[src/rtl/la_capture_core.sv]
// Logic-analyser capture engine: circular sample buffer with pre-trigger depth,
// masked level/edge trigger and an in-order sequential readout port.
module la_capture_core #(
    parameter int DATA_W     = 8,
    parameter int DEPTH_LOG2 = 9,
    parameter int TRIG_W     = 4
) (
    input  logic                  sys_clk,
    input  logic                  sys_rst,
    input  logic                  arm_i,
    input  logic [DEPTH_LOG2-1:0] pretrig_i,
    input  logic [TRIG_W-1:0]     trig_mask_i,
    input  logic [TRIG_W-1:0]     trig_val_i,
    input  logic [TRIG_W-1:0]     trig_edge_i,
    input  logic [TRIG_W-1:0]     trig_i,
    input  logic [DATA_W-1:0]     data_i,
    output logic [1:0]            state_o,
    output logic                  triggered_o,
    output logic                  done_o,
    input  logic                  rd_req_i,
    output logic                  rd_valid_o,
    output logic [DATA_W-1:0]     rd_data_o,
    output logic                  rd_last_o
);

    localparam int DEPTH = 2 ** DEPTH_LOG2;

    typedef logic [DEPTH_LOG2-1:0] addr_t;
    typedef logic [DEPTH_LOG2:0]   idx_t;

    localparam addr_t ADDR_ONE  = addr_t'(1);
    localparam addr_t LAST_ADDR = addr_t'(DEPTH - 1);
    localparam idx_t  IDX_ONE   = idx_t'(1);

    typedef enum logic [2:0] {
        S_IDLE,
        S_PRE,
        S_WAIT,
        S_POST,
        S_DONE
    } state_t;

    state_t            state_q, state_d;
    addr_t             wr_ptr_q, wr_ptr_d;
    addr_t             cnt_q, cnt_d;
    addr_t             pretrig_q, pretrig_d;
    addr_t             base_q, base_d;
    logic [TRIG_W-1:0] mask_q, mask_d;
    logic [TRIG_W-1:0] val_q, val_d;
    logic [TRIG_W-1:0] edge_q, edge_d;
    logic [TRIG_W-1:0] trig_prev_q;
    logic              triggered_q, triggered_d;
    idx_t              rd_idx_q, rd_idx_d;
    logic              rd_valid_q, rd_valid_d;
    logic              rd_last_q, rd_last_d;
    logic [DATA_W-1:0] rd_data_q;
    logic [DATA_W-1:0] mem_q [DEPTH];

    logic              wr_en;
    logic              rd_en;
    logic              fire;
    logic [TRIG_W-1:0] match;
    addr_t             pretrig_clamped;
    addr_t             rd_addr;

    // The pre-trigger depth can never exceed DEPTH-1 so that at least the trigger sample fits.
    assign pretrig_clamped = (32'(pretrig_i) > DEPTH - 1) ? LAST_ADDR : pretrig_i;

    assign match   = ~(trig_i ^ val_q) & (~edge_q | (trig_prev_q ^ val_q));
    assign fire    = &(~mask_q | match);
    assign rd_addr = base_q + rd_idx_q[DEPTH_LOG2-1:0];

    always_comb begin
        state_d     = state_q;
        wr_ptr_d    = wr_ptr_q;
        cnt_d       = cnt_q;
        pretrig_d   = pretrig_q;
        base_d      = base_q;
        mask_d      = mask_q;
        val_d       = val_q;
        edge_d      = edge_q;
        triggered_d = triggered_q;
        rd_idx_d    = rd_idx_q;
        rd_valid_d  = 1'b0;
        rd_last_d   = 1'b0;
        wr_en       = 1'b0;
        rd_en       = 1'b0;

        if (arm_i) begin
            pretrig_d   = pretrig_clamped;
            mask_d      = trig_mask_i;
            val_d       = trig_val_i;
            edge_d      = trig_edge_i;
            wr_ptr_d    = '0;
            cnt_d       = '0;
            triggered_d = 1'b0;
            rd_idx_d    = '0;
            state_d     = (pretrig_clamped == '0) ? S_WAIT : S_PRE;
        end else begin
            unique case (state_q)
                S_PRE: begin
                    wr_en    = 1'b1;
                    wr_ptr_d = wr_ptr_q + ADDR_ONE;
                    cnt_d    = cnt_q + ADDR_ONE;
                    if (cnt_q == pretrig_q - ADDR_ONE) begin
                        state_d = S_WAIT;
                    end
                end
                S_WAIT: begin
                    wr_en    = 1'b1;
                    wr_ptr_d = wr_ptr_q + ADDR_ONE;
                    // The sample written on the firing cycle is the trigger sample.
                    if (fire) begin
                        triggered_d = 1'b1;
                        base_d      = wr_ptr_q - pretrig_q;
                        cnt_d       = LAST_ADDR - pretrig_q;
                        state_d     = (pretrig_q == LAST_ADDR) ? S_DONE : S_POST;
                    end
                end
                S_POST: begin
                    wr_en    = 1'b1;
                    wr_ptr_d = wr_ptr_q + ADDR_ONE;
                    cnt_d    = cnt_q - ADDR_ONE;
                    if (cnt_q == ADDR_ONE) begin
                        state_d = S_DONE;
                    end
                end
                S_DONE: begin
                    if (rd_req_i && !rd_idx_q[DEPTH_LOG2]) begin
                        rd_en      = 1'b1;
                        rd_valid_d = 1'b1;
                        rd_last_d  = (rd_idx_q[DEPTH_LOG2-1:0] == LAST_ADDR);
                        rd_idx_d   = rd_idx_q + IDX_ONE;
                    end
                end
                default: ;
            endcase
        end
    end

    always_ff @(posedge sys_clk or posedge sys_rst) begin
        if (sys_rst) begin
            state_q     <= S_IDLE;
            wr_ptr_q    <= '0;
            cnt_q       <= '0;
            pretrig_q   <= '0;
            base_q      <= '0;
            mask_q      <= '0;
            val_q       <= '0;
            edge_q      <= '0;
            trig_prev_q <= '0;
            triggered_q <= 1'b0;
            rd_idx_q    <= '0;
            rd_valid_q  <= 1'b0;
            rd_last_q   <= 1'b0;
            rd_data_q   <= '0;
        end else begin
            state_q     <= state_d;
            wr_ptr_q    <= wr_ptr_d;
            cnt_q       <= cnt_d;
            pretrig_q   <= pretrig_d;
            base_q      <= base_d;
            mask_q      <= mask_d;
            val_q       <= val_d;
            edge_q      <= edge_d;
            trig_prev_q <= trig_i;
            triggered_q <= triggered_d;
            rd_idx_q    <= rd_idx_d;
            rd_valid_q  <= rd_valid_d;
            rd_last_q   <= rd_last_d;
            if (rd_en) begin
                rd_data_q <= mem_q[rd_addr];
            end
        end
    end

    // Sample RAM is deliberately left without reset so it maps onto block RAM.
    always_ff @(posedge sys_clk) begin
        if (wr_en) begin
            mem_q[wr_ptr_q] <= data_i;
        end
    end

    always_comb begin
        unique case (state_q)
            S_PRE:          state_o = 2'd1;
            S_WAIT, S_POST: state_o = 2'd2;
            S_DONE:         state_o = 2'd3;
            default:        state_o = 2'd0;
        endcase
    end

    assign triggered_o = triggered_q;
    assign done_o      = (state_q == S_DONE);
    assign rd_valid_o  = rd_valid_q;
    assign rd_data_o   = rd_data_q;
    assign rd_last_o   = rd_last_q;

endmodule

[config.mk]
export PLATFORM = sky130hd
export DESIGN_NAME = la_capture_core
export DESIGN_NICKNAME = d
export VERILOG_FILES = /design/src/rtl/la_capture_core.sv
export SDC_FILE = /design/constraint.sdc
export NUM_CORES = 2
export LEC_CHECK = 0
export CELL_PAD_IN_SITES_DETAIL_PLACEMENT = 1
export CELL_PAD_IN_SITES_GLOBAL_PLACEMENT = 2
export CORE_UTILIZATION = 40
export CTS_BUF_LIST = sky130_fd_sc_hd__clkbuf_4
export DETAILED_ROUTE_END_ITERATION = 10
export PLACE_DENSITY_LB_ADDON = 0.1
export SLEW_MARGIN = 20
export SYNTH_ARGS = -nofsm -noshare
export SYNTH_HDL_FRONTEND = slang
export SYNTH_SLANG_ARGS = --single-unit
[constraint.sdc]
create_clock -name sys_clk -period 6.1 [get_ports sys_clk]
set_input_delay 1.525 -clock sys_clk [delete_from_list [all_inputs] [get_ports sys_clk]]
set_output_delay 1.525 -clock sys_clk [all_outputs]
set_load 0.01 [all_outputs]
# [Word-level counts from Yosys, hierarchy flattened]
# Memory sizes are Yosys's and may differ from the RTL's. A register that Yosys moved wholly into a read port is not among the register bits.
# Cells that the tools add are included.
[totals] ff_bits=68 latchBits=0 mem_bits_rw=4096 mem_bits_ro=0 word_cells=88 mem_count=1
[op_classes] add_sub_neg=8 mul=0 n_div=0 magnitude_cmp=0 eq_ne=11 shifts=0 mux=29 n_bitwise=9 n_reduce_logical=17
[memory_table] name="mem_q" depth=512 width=8 rd=1 rd_clocked_by_memory_dff=1 write_ports=1 line_no="57" text="logic [DATA_W-1:0] mem_q [DEPTH];"
[ops] cell="two-way mux 9 bit" count=4
[ops] cell="two-way mux 10 bit" count=3
[ops] cell="case mux 9 bit (3 select lines)" count=1
[ops] cell="adder 9 x 1 -> 9 bit, second input constant" count=2
[ops] cell="equality test 9 bit, second input constant" count=2
[ops] cell="subtractor 9 x 1 -> 9 bit, second input constant" count=2
[ops] cell="two-way mux 3 bit" count=5
[ops] cell="two-way mux 1 bit" count=13
[ops] cell="inverter 4 bit" count=3
[ops] cell="adder 10 x 1 -> 10 bit, second input constant" count=1
[ops] cell="nonzero test 2 bit" count=5
[ops] cell="adder 9 bit" count=1
[ops] cell="equality test 9 x 1 -> 1 bit, second input constant" count=1
[ops] cell="equality test 9 bit" count=1
[ops] cell="zero test 9 bit" count=1
[ops] cell="inequality test 3 bit, second input constant" count=3
[ops] cell="case mux 3 bit (3 select lines)" count=1
[ops] cell="subtractor 9 bit" count=1
[ops] cell="subtractor 9 bit, first input constant" count=1
[ops] cell="OR 4 bit" count=2
[ops] cell="AND reduction 4 bit" count=2
[ops] cell="bitwise XOR 4 bit" count=2
[ops] cell="equality test 3 x 2 -> 1 bit, second input constant" count=2
[ops] cell="case mux 2 bit (3 select lines)" count=1
[ops] cell="12 further kinds" count=14

# [Longest topological paths before layout]
[depth] word_depth=8 mapped_depth=16

# [Least setup slack after synthesis]
# Ideal clock, no wire load.
[synth_timing] kind="input to register" start="input arm_i" end="memory mem_q[102][0], enable pin" setup_ns=0.370 arrival_ns=3.312 slack_ns=2.417 stages=5 cell_sequence="or3_1 nor3b_1 nand2_1 clkbuf_1 nor2_1"
[synth_between] elab_chain_cells=3
[synth_lines] item="start: declaration" line_no="10" text="input logic arm_i,"
[synth_lines] item="two-way mux 1 bit" line_no="89" text="if (arm_i) begin"
[synth_lines] item="two-way mux 1 bit" line_no="179" text="if (wr_en) begin"
[synth_lines] item="two-way mux 1 bit (not written as such)" line_no="180" text="mem_q[wr_ptr_q] <= data_i;"
[synth_lines] item="end: declaration" line_no="57"
# Every way passes these cells.

# [Final worst setup path]
[layout_timing] start="register rd_idx_q[0]" end="register rd_data_q[5] (netlist: rd_data_o[5]), read port of mem_q"
[layout_between] elab_chain_cells=1
[layout_lines] item="start: declaration" line_no="53" text="idx_t rd_idx_q, rd_idx_d;"
[layout_lines] item="start signal: assignment" line_no="168" text="rd_idx_q <= rd_idx_d;"
[layout_lines] item="adder 9 bit" line_no="71" text="assign rd_addr = base_q + rd_idx_q[DEPTH_LOG2-1:0];"
[layout_lines] item="end: declaration" line_no="56" text="logic [DATA_W-1:0] rd_data_q;"
# Every way passes these cells.
# A chain may end at the register's enable or synchronous reset.

==> impl_results.md <==
- CP Max Fanout: 33
- Final period util: 94.1%
- Vias per cell: 5.74
- Outcome: finished clean
- Share of synthesized registers carrying an async set or reset: 1.82%
- Setup crit start: rd_idx_q[0]
- Iteration-0 DRC Markers: 9,002
- Num ports: 51
- PwrDens: 439 nW/um^2
- Post-CTS sizing: 0
- HPWL after detailed placement: 326 mm
- Hold Fails Final Rpt: 0
- R2r endpoint: rd_data_o[5]
- Row count: 235
- Max-capacitance violation count: 0
- Max Buffers Root-to-Sink: 5
- H-tree depth: 7
- Mean Syn Cell Area: 19.8 sq um
- Actual slew at the worst max-slew pin: 1220 ps
- Synth Register Bits: 4,172
- Required time of the critical path: 7730 ps
- Setup TNS: 0 ps
- Min Tclk post-route: 5740 ps
- DRT Pass-1 Iters: 5
- DP Area: 173,000 sq um
- RSZ-0062 raised after global routing: false
- First-pass GRT wire length: 749 mm
- Fraction of layout cells with a size suffix above 1: 32.2%
- Global placement routability congestion: 0.835
- Final #Nets: 9,441
- Post-CTS Setup Repair Bufs: 0
- Mapped Nets: 8,373
- Yosys cell types: 91
- Syn-to-layout area delta: 13.7%
- EDFF count, synth: 4,096
- Fill cells: 38,600
- F_max: 174 MHz
- Residual DRC: 0
- Clk_lat worst skew: 1740 ps
- Static leakage: 59.7 nW
- Cell area after layout: 187,000 sq um
- Cells after Synth: 8,307
- Commonest non-fill, non-tap cells in the layout: 4,096 x edfxtp_1, 1,722 x clkbuf_4, 1,040 x mux4_2, 796 x nand2_1, 605 x nor2_1
- Die Y: 644 microns
- Crit path to: rd_data_o[5]
- Worst reg2reg setup slack: 360 ps
- Cells on worst reg2reg path: 12
- Number of global-route vias before repair: 95,800
- Wire per inst: 34.4 microns
- Total GRT Usage: 26.1%
- Die width: 644 microns
- Yosys warning total: 0
- R2R Path Start: rd_idx_q[0]
- Hold Buf Count CTS: 0
- Setup crit end kind: register
- Final WL: 537 mm
- Gr ovfl total: 0
- Normalized max-slew margin: 18.6%
- Final slew viol count: 0
- Crit Path Class: reg2reg
- Mapped cell area: 165,000 sq um
- Startpoint types: register
- Main synth FF type: edfxtp_1
- Vias: 89,600
- Post-route ant nets: 0
- # port buffers: 50
- Core ar.: 410,000 sq um
- Final setup violation count: 0
- Worst min path class: in2reg
- CTS root buf: clkbuf_4
- Initial antenna violation count: 41
- Final clock skew: 161 ps
- Largest net degree at the start of global routing: 169
- Clock Sinks: 4,172
- Maximum VDD drop: 0.366 mV
- CTS Buf Count: 1,202
- Clock transition at path regs: 70 ps
- TritonCTS clock tree: yes
- Most common cell after layout, fill and taps aside: edfxtp_1
- Seq/Total Area, Yosys: 75.8%
- Worst path arrival time: 7370 ps
- Die Area: 415,000 sq um
- Initial Util: 40.2%
-- critical path, cell delays in order (launching register included) --
cell,delay [ps]
dfrtp_1,450
ha_4,210
fa_4,1150
buf_12,340
buf_4,530
mux4_2,360
mux2i_1,150
a221o_1,480
a311oi_1,540
nor4_1,140
buf_4,220
nor4_1,780
a221o_1,260
-- cell type report --
| type | count | area (sq um) | area share, % |
|---|---|---|---|
| Antenna cell | 24 | 60.1 | 0.0320 |
| Sequential cell | 4172 | 125000 | 66.6 |
| Tap cell | 5451 | 6820 | 3.64 |
| Inverter | 21 | 81.3 | 0.0434 |
| Clock buffer | 1722 | 12900 | 6.90 |
| Clock inverter | 243 | 1430 | 0.762 |
| Multi-Input combinational cell | 3592 | 37100 | 19.8 |
| Timing Repair Buffer | 386 | 4070 | 2.17 |
-- how the worst min path moves through the flow --
stage,from,end,slack (ps),depth (start not counted)
after detailed placement,base_q[2],base_q[2],490,2
after global routing,trig_i[2],trig_prev_q[2],150,1
after global placement,base_q[2],base_q[2],480,2
after floorplan,base_q[4],base_q[4],460,2
after CTS,trig_i[0],trig_prev_q[0],80,1
final,data_i[2],mem_q[34][2],290,1
-- where the power goes --
part           internal, mW  switching (mW)  leakage [nW]
Clock                  13.6            11.8          8.64
Sequential             31.6           0.289          37.8
Combinational          9.13            15.9          13.3
Total                  54.3            28.0          59.7
-- cell families after synthesis --
kind of cell	Yosys count	synth area share, %
mux	1156	14.9
simple gates	1878	4.82
flops	4172	75.8
compound gates	485	2.08
fa+ha+maj	29	0.229
xor+xnor	44	0.238
buf+inv	543	1.91
-- state kept, by name, indices dropped and copies added, names as in the netlist, 3 cells and up --
| register | cells |
|---|---|
| cnt_q | 9 |
| rd_data_o | 8 |
| mem_q | 4096 |
| trig_prev_q | 4 |
| wr_ptr_q | 9 |
| state_q | 3 |
| mask_q | 4 |
| pretrig_q | 9 |
| rd_idx_q | 10 |
| edge_q | 4 |
| base_q | 9 |
| val_q | 4 |
-- through the flow --
step	hold WS [ps]	util, %	total power, mW	setup WS [ps]	cells
6_report	289	45.7	82.3	361	15600
4_1_cts	79.7	45.7	83.4	295	15600
5_1_grt	153	45.7	85.4	386	15600
3_3_place_gp	484	42.2	57.8	263	13600
2_1_floorplan	455	-	46.5	2420	8307
3_5_place_dp	492	42.2	57.8	288	13600
-- metal layers --
layer / wire length, microns / up-vias / global-route usage [%]
met1: 223000 / 48700 / 35.1
met4: 13500 / 4 / 8.89
met2: 264000 / 3511 / 42.1
met5: 34 / - / 0
met3: 36800 / 681 / 5.77
li1: - / 36600 / -
-- Yosys cell counts, drive strengths merged, types with 28 or more instances --
cell type,number,area [sq um]
and3,63,394
mux2i,91,911
buf,378,2530
o21ai,76,380
nand4,41,257
mux4,1040,23400
nor3,30,155
a211oi,28,220
a31oi,69,432
nor2,616,2320
nand3,229,1150
a21oi,91,459
edfxtp,4096,123000
nand2,812,3070
a311oi,35,319
dfrtp,76,1900
clkbuf,144,541
a32oi,31,272
Note: power is estimated with default switching activity, not from simulation.
